File: src/rtl/apb_reg_pkg.sv
// Purpose: shared types, limits and helpers for the APB register completer.
// Latency: n/a (declarations only).
// Backpressure: n/a.
package apb_reg_pkg;

    // Transfer sequencing states of the completer.
    typedef enum logic [1:0] {
        IDLE     = 2'd0,
        ACCESS   = 2'd1,
        COMPLETE = 2'd2
    } apb_state_e;

    // Largest supported number of wait cycles per access phase.
    localparam int MAX_WAIT_STATES = 15;
    localparam int WAIT_CNT_W      = $clog2(MAX_WAIT_STATES + 1);

    // pprot bit positions.
    localparam int PPROT_PRIV_BIT    = 0;
    localparam int PPROT_NSECURE_BIT = 1;
    localparam int PPROT_INSTR_BIT   = 2;

    // Number of byte-offset address bits below the register index.
    function automatic int calc_ofs(input int data_w);
        return $clog2(data_w / 8);
    endfunction

endpackage

File: src/rtl/apb_reg_bank.sv
// Purpose: register array with byte-strobe writes, indexed read mux and flat export.
// Latency: write visible on reg_q/rd_dat the cycle after wr_en; read mux is combinational.
// Backpressure: none; a write is committed whenever wr_en is high.
module apb_reg_bank #(
    parameter int                NUM_REGS  = 8,
    parameter int                DATA_W    = 32,
    parameter int                IDX_W     = 3,
    parameter logic [DATA_W-1:0] RESET_VAL = '0
) (
    input  logic                       pclk,
    input  logic                       presetn,
    input  logic                       wr_en,
    input  logic [IDX_W-1:0]           wr_idx,
    input  logic [DATA_W-1:0]          wr_dat,
    input  logic [DATA_W/8-1:0]        wr_strb,
    input  logic [IDX_W-1:0]           rd_idx,
    output logic [DATA_W-1:0]          rd_dat,
    output logic [NUM_REGS*DATA_W-1:0] reg_q
);

    localparam int NUM_LANES = DATA_W / 8;

    logic [DATA_W-1:0] regs [NUM_REGS];

    // Byte-lane write of the addressed register; unstrobed lanes keep their value.
    always_ff @(posedge pclk or negedge presetn) begin
        if (!presetn) begin
            for (int i = 0; i < NUM_REGS; i++) begin
                regs[i] <= RESET_VAL;
            end
        end else if (wr_en) begin
            for (int i = 0; i < NUM_REGS; i++) begin
                if (wr_idx == IDX_W'(i)) begin
                    for (int b = 0; b < NUM_LANES; b++) begin
                        if (wr_strb[b]) begin
                            regs[i][b*8 +: 8] <= wr_dat[b*8 +: 8];
                        end
                    end
                end
            end
        end
    end

    // Read mux; an index with no backing register returns zero.
    always_comb begin
        rd_dat = '0;
        for (int i = 0; i < NUM_REGS; i++) begin
            if (rd_idx == IDX_W'(i)) begin
                rd_dat = regs[i];
            end
        end
    end

    // Flatten the array so register i sits at [i*DATA_W +: DATA_W].
    for (genvar g = 0; g < NUM_REGS; g++) begin : g_flat
        assign reg_q[g*DATA_W +: DATA_W] = regs[g];
    end

endmodule

File: src/rtl/apb_reg_slave.sv
// Purpose: parametrised APB4 completer over a register bank (optional privilege check: APB_REG_PROT_EN).
// Latency: WAIT_STATES access cycles with pready low, then one pready cycle; all outputs registered.
// Backpressure: pready held low for WAIT_STATES cycles; psel drop aborts, penable drop restarts setup.
module apb_reg_slave
    import apb_reg_pkg::*;
#(
    parameter int                ADDR_W      = 32,
    parameter int                DATA_W      = 32,
    parameter int                NUM_REGS    = 8,
    parameter int                WAIT_STATES = 0,
    parameter logic [DATA_W-1:0] RESET_VAL   = '0,
    parameter logic [255:0]      PRIV_MASK   = '0
) (
    input  logic                       pclk,
    input  logic                       presetn,
    input  logic                       psel,
    input  logic                       penable,
    input  logic                       pwrite,
    input  logic [ADDR_W-1:0]          paddr,
    input  logic [DATA_W-1:0]          pwdata,
    input  logic [DATA_W/8-1:0]        pstrb,
    input  logic [2:0]                 pprot,
    output logic [DATA_W-1:0]          prdata,
    output logic                       pready,
    output logic                       pslverr,
    output logic [NUM_REGS*DATA_W-1:0] reg_q
);

    localparam int                  OFS       = calc_ofs(DATA_W);
    localparam int                  IDX_W     = (NUM_REGS > 1) ? $clog2(NUM_REGS) : 1;
    localparam logic [ADDR_W-1:0]   LANE_MASK = ADDR_W'((1 << OFS) - 1);
    localparam logic [ADDR_W-1:0]   REGS_LIM  = ADDR_W'(NUM_REGS);
    localparam logic [WAIT_CNT_W-1:0] WS_LOAD = WAIT_CNT_W'(WAIT_STATES);

    apb_state_e              state_q, state_d;
    logic [WAIT_CNT_W-1:0]   cnt_q, cnt_d;
    logic                    pready_d, pslverr_d;
    logic [DATA_W-1:0]       prdata_d;

    logic                    cap_write;
    logic [IDX_W-1:0]        cap_idx;
    logic [DATA_W-1:0]       cap_wdata;
    logic [DATA_W/8-1:0]     cap_strb;
    logic                    cap_err;

    logic                    setup;
    logic                    cap_en;
    logic                    wr_en;
    logic                    resp_now;
    logic [ADDR_W-1:0]       dec_idx_full;
    logic [IDX_W-1:0]        dec_idx;
    logic                    new_err;
    logic                    cap_err_eff;
    logic [IDX_W-1:0]        rd_idx;
    logic [DATA_W-1:0]       rd_dat;
    logic                    resp_err;
    logic                    resp_write;
    logic [DATA_W-1:0]       resp_rdata;
    logic                    unused_cfg;

    assign setup        = psel && !penable;
    assign dec_idx_full = paddr >> OFS;
    assign dec_idx      = dec_idx_full[IDX_W-1:0];

`ifdef APB_REG_PROT_EN
    logic cap_priv;

    // A privileged register touched by an unprivileged access is an error.
    function automatic logic prot_err(input logic [IDX_W-1:0] idx, input logic priv);
        return PRIV_MASK[idx] && !priv;
    endfunction

    assign new_err     = ((paddr & LANE_MASK) != '0) || (dec_idx_full >= REGS_LIM)
                         || prot_err(dec_idx, pprot[PPROT_PRIV_BIT]);
    assign cap_err_eff = cap_err || prot_err(cap_idx, cap_priv);

    // Privilege attribute captured with the setup phase.
    always_ff @(posedge pclk or negedge presetn) begin
        if (!presetn) begin
            cap_priv <= 1'b0;
        end else if (cap_en) begin
            cap_priv <= pprot[PPROT_PRIV_BIT];
        end
    end
`else
    assign new_err     = ((paddr & LANE_MASK) != '0) || (dec_idx_full >= REGS_LIM);
    assign cap_err_eff = cap_err;
`endif

    // pprot and the privilege mask only matter when the privilege check is built in.
    assign unused_cfg = ^{pprot[PPROT_INSTR_BIT], pprot[PPROT_NSECURE_BIT],
                          pprot[PPROT_PRIV_BIT], PRIV_MASK};

    // A response raised on a setup edge (zero wait states) uses the live decode;
    // otherwise it uses what was captured at setup.
    assign rd_idx     = setup ? dec_idx : cap_idx;
    assign resp_err   = setup ? new_err : cap_err_eff;
    assign resp_write = setup ? pwrite  : cap_write;
    assign resp_rdata = (!resp_write && !resp_err) ? rd_dat : '0;

    // Next-state, wait counter, response outputs and bank write strobe.
    always_comb begin
        state_d   = state_q;
        cnt_d     = cnt_q;
        pready_d  = pready;
        pslverr_d = pslverr;
        prdata_d  = prdata;
        cap_en    = 1'b0;
        wr_en     = 1'b0;
        resp_now  = 1'b0;

        if (setup) begin
            // Setup phase in any state starts (or restarts) a transfer.
            state_d   = ACCESS;
            cap_en    = 1'b1;
            cnt_d     = WS_LOAD;
            pready_d  = 1'b0;
            pslverr_d = 1'b0;
            prdata_d  = '0;
            resp_now  = (WAIT_STATES == 0);
        end else begin
            case (state_q)
                ACCESS: begin
                    if (!psel) begin
                        state_d   = IDLE;
                        cnt_d     = '0;
                        pready_d  = 1'b0;
                        pslverr_d = 1'b0;
                        prdata_d  = '0;
                    end else if (pready) begin
                        wr_en     = cap_write && !cap_err_eff;
                        state_d   = COMPLETE;
                        pready_d  = 1'b0;
                        pslverr_d = 1'b0;
                        prdata_d  = '0;
                    end else begin
                        cnt_d    = cnt_q - WAIT_CNT_W'(1);
                        resp_now = (cnt_q == WAIT_CNT_W'(1));
                    end
                end
                COMPLETE: begin
                    state_d   = IDLE;
                    pready_d  = 1'b0;
                    pslverr_d = 1'b0;
                    prdata_d  = '0;
                end
                default: begin
                    state_d = IDLE;
                end
            endcase
        end

        if (resp_now) begin
            pready_d  = 1'b1;
            pslverr_d = resp_err;
            prdata_d  = resp_rdata;
        end
    end

    // FSM state, wait counter and registered APB response.
    always_ff @(posedge pclk or negedge presetn) begin
        if (!presetn) begin
            state_q <= IDLE;
            cnt_q   <= '0;
            pready  <= 1'b0;
            pslverr <= 1'b0;
            prdata  <= '0;
        end else begin
            state_q <= state_d;
            cnt_q   <= cnt_d;
            pready  <= pready_d;
            pslverr <= pslverr_d;
            prdata  <= prdata_d;
        end
    end

    // Transfer attributes captured in the setup phase.
    always_ff @(posedge pclk or negedge presetn) begin
        if (!presetn) begin
            cap_write <= 1'b0;
            cap_idx   <= '0;
            cap_wdata <= '0;
            cap_strb  <= '0;
            cap_err   <= 1'b0;
        end else if (cap_en) begin
            cap_write <= pwrite;
            cap_idx   <= dec_idx;
            cap_wdata <= pwdata;
            cap_strb  <= pstrb;
            cap_err   <= ((paddr & LANE_MASK) != '0) || (dec_idx_full >= REGS_LIM);
        end
    end

    apb_reg_bank #(
        .NUM_REGS  (NUM_REGS),
        .DATA_W    (DATA_W),
        .IDX_W     (IDX_W),
        .RESET_VAL (RESET_VAL)
    ) u_bank (
        .pclk    (pclk),
        .presetn (presetn),
        .wr_en   (wr_en),
        .wr_idx  (cap_idx),
        .wr_dat  (cap_wdata),
        .wr_strb (cap_strb),
        .rd_idx  (rd_idx),
        .rd_dat  (rd_dat),
        .reg_q   (reg_q)
    );

endmodule

File: config.mk
export PLATFORM = sky130hd
export DESIGN_NAME = apb_reg_slave
export DESIGN_NICKNAME = d
export VERILOG_FILES = /design/src/rtl/apb_reg_pkg.sv /design/src/rtl/apb_reg_bank.sv /design/src/rtl/apb_reg_slave.sv
export SDC_FILE = /design/constraint.sdc
export NUM_CORES = 1
export LEC_CHECK = 0
export CORE_MARGIN = 2
export CORE_UTILIZATION = 50
export DETAILED_ROUTE_END_ITERATION = 16
export GPL_TIMING_DRIVEN = 0
export PLACE_DENSITY = 0.91
export SYNTH_ARGS = -nofsm -noshare
export SYNTH_HDL_FRONTEND = slang
export SYNTH_SLANG_ARGS = --single-unit
File: constraint.sdc
create_clock -name pclk -period 2.3 [get_ports pclk]
set_clock_uncertainty 0.1 [all_clocks]
set_input_delay 0.345 -clock pclk [delete_from_list [all_inputs] [get_ports pclk]]
set_output_delay 0.345 -clock pclk [all_outputs]
set_load 0.02 [all_outputs]
==> results.md <==
* Mean number of vias per cell at 6.37
* Combinational family with the most area after synthesis: multiplexers
* Overflow after GRT at 0
* Leading area contributor after synthesis: dfrtp_1
* Total die area at 0.0314 mm^2
* Switching power total at 3920 uW
* WL per Instance at 28.0 um
* DRC at 0
* Arrival @ worst endpoint at 2600 ps
* Final slew viol count at 0
* Crit-path max cell delay at 560 ps
* Root Buffer: clkbuf_16
* Synth Warn # at 0
* Diode count at 0
* Clk buf depth at 3
* Initial Utilization at 50.7%
* Clock share of power at 41.8%
* Final Instance Area at 0.0211 mm^2
* Area share of the largest cell type after synthesis at 56.2%
* Initial DRT Pass Iterations at 6
* # IOs at 366
* P_leak at 0.0101 uW
* Max Cap Viol at 0
* Post-DRT Antenna Nets at 0
* Power share of the sequential group at 44.5%
* Crit path max-delay cell type: clkdlybuf4s50_1
* CP Class: primary input to flop
* Worst hold path type: primary input to flop
* Final worst slack at -16.3 ps
* Fmax achieved at 0.432 GHz
* Synth Cell Area at 0.0150 mm^2
* Cts bufs inserted at 37
* Crit path from: psel
* CP endpoint kind: flop
* Initial DRC count at 1474
* Largest cells by area after synthesis: dfrtp_1 (56%), mux2_2 (19%), nand2_1 (6.2%)
* Clock period minus final worst setup slack at 2320 ps
* Final setup vio count at 2
* Core Rows at 63
* CTS tree: done
* Peak fanout along the critical path at 10
* Area growth syn-to-layout at 40.8%
* Largest net degree at the start of global routing at 120
* XOR/XNOR Fraction of Synth Area at 0%
* Die width at 177 um
* Ys async rst share at 100%
* Most numerous cell in the Yosys netlist: dfrtp_1
* Fin crit share at 101%
* Combinational Power Share at 13.7%
* Core area at 0.0296 mm^2
* Fraction of synthesized area in multiplexers at 21.8%
* Final hold vios at 0
* WP data required at 2590 ps
* GPL Wtd Cong at 0.918
* Synth Area in Compound Gates at 10.1%
* Kind of start point of the critical path: primary input
* Placed Area at 0.0192 mm^2
* Cells after synthesis at 1283
* First-pass GRT wire length at 84900 um
* Start point of the worst hold path: penable
* Count of clock tree sinks at 337
* Synth Area in Simple Gates at 9.25%
* Hpwl dp at 39600 um
* WL final at 59100 um
* Post-Synth Adder-Cell Area at 0.250%
* Vias post-DR at 13400
* FF+latch count, synth at 337
* WP buf/inv at 4
* Slew @ Worst Pin at 918 ps
* Max_slew headroom at 38.5%
* Worst skew pair latency at 520 ps
* PortBufs at 359
* Nets@finish at 1775
* Critical-path cell list: clkdlybuf4s50_1, nand2b_4, buf_6, mux2_4, buf_2, clkbuf_2, nand3_1, o221ai_1, o21ai_1
* Peak supply drop at 609 uV
* Status: finished with violations
* Sw Share at 27.9%
* Int Pwr at 10100 uW
* Vias in the first global route at 13700
* Finished Core Util at 71.3%
* H-tree depth at 2
* Critical path's top delay family: buffers and inverters
* Reg2reg start: cap_idx[1]
* Hold Slack at 115 ps
* Avg Inst Size Synth at 11.7 um^2
* Unrepaired setup endpoints after global routing: true
* Global Route Usage Sum at 36.8%
* Seq/Total Area, Yosys at 56.2%
* Failing checks: negative setup slack
* Syn Nets at 1362
* Top_reg_cell synth: dfrtp_1
* PD cells at 664 mW/mm^2
* Die Y at 177 um
* Initial antenna violation count at 0
* CTS clk-pin slew, worst paths at 60 ps
* Number of library cell types mapped by synthesis at 49
* Number of enable flip-flop cells after synthesis at 0
* Share of cells above drive strength 1 at 26.5%
* Post-synth top cells: dfrtp_1 (337), mux2_2 (256), nand2_1 (250)
[path summary, 6_finish.rpt]
kind	end	slack, ps	cells after the start
setup / recovery	prdata[24]	-20	9
hold / removal	state_q[1]	110	3
setup reg to reg	prdata[3]	-10	8
hold reg to reg	cap_strb[3]	370	2
max in group asynchronous	u_bank.reg_q[50]	610	3
min in group asynchronous	u_bank.reg_q[64]	380	2
[final cells by class]
class / count / area, um^2
fill: 2022 / 8490
clock buffer: 57 / 1110
buffer: 66 / 514
sequential: 337 / 8430
timing repair buffer: 376 / 3780
tap: 390 / 488
multi-input combinational: 868 / 6700
inverter: 10 / 41.3
clock inverter: 8 / 68.8
[tightest hold or removal path, cell delays in order]
cell,delay [ps]
buf_4,160
nand3_2,130
a21oi_1,50
[cells in the final DEF, fill, tap and decap left out, drive strengths merged, types with 5 or more instances in the layout]
cell type	count
mux2	257
a22o	6
nor4	8
a21oi	42
o21ai	103
clkbuf	84
clkinv	6
mux2i	36
nor2	22
a221oi	28
clkdlybuf4s50	358
a31oi	6
nor3	5
o31ai	5
nand3	27
o221ai	24
inv	10
nand2	250
a221o	7
buf	56
dfrtp	337
o22ai	9
[metal layers]
layer	GRT usage, %	vias up	share of wire, %
li1	-	5460	-
met1	46.8	6736	37
met2	58.2	1026	46
met3	9.15	226	12
met4	19.5	0	5.4
met5	0	-	0
[power by group through the flow]
stage | combinational [uW] | clock, uW | sequential, uW
2_1_floorplan | 807 | 0 | 6270
3_3_place_gp | 1530 | 0 | 6340
3_5_place_dp | 1580 | 0 | 6340
4_1_cts | 1710 | 5850 | 6240
5_1_grt | 2000 | 6130 | 6270
6_report | 1920 | 5880 | 6250
[cell families after synthesis]
kind of cell / Yosys count
DFF: 337
and+or+nand+nor: 333
muxes: 293
AOI/OAI and AO/OA: 239
buffers and inverters: 78
adders and majority gates: 3
[state kept, by name, summed over array words and instances (netlist names), 2 cells and up]
register,flops
state_q,2
prdata,32
cap_wdata,32
cnt_q,4
cap_idx,3
cap_strb,4
u_bank.reg_q,256
[per-stage QoR]
| stage | setup TNS, ps | total power, uW | setup slack [ps] | std cells |
|---|---|---|---|---|
| final | -25.2 | 14000 | -16.3 | 2112 |
| after global routing | -385 | 14400 | -64.3 | 2112 |
| after CTS | -2260 | 13800 | -81.5 | 2107 |
| after detailed placement | -240790 | 7930 | -1250 | 2034 |
| after global placement | -4661400 | 7870 | -13190 | 2032 |
| after floorplan | 0 | 7080 | 205 | 1283 |
[repair_timing]
action | CTS | global route
gates resized for setup | 123 | 93
setup endpoints to repair | 289 | 283
endpoints found under the hold margin | 101 | 0
setup buffers | 7 | 7
hold buffers | 1 | 0
gates cloned | 0 | 0
pin swaps | 0 | 4
No activity file was read; power rests on OpenSTA's default activity.
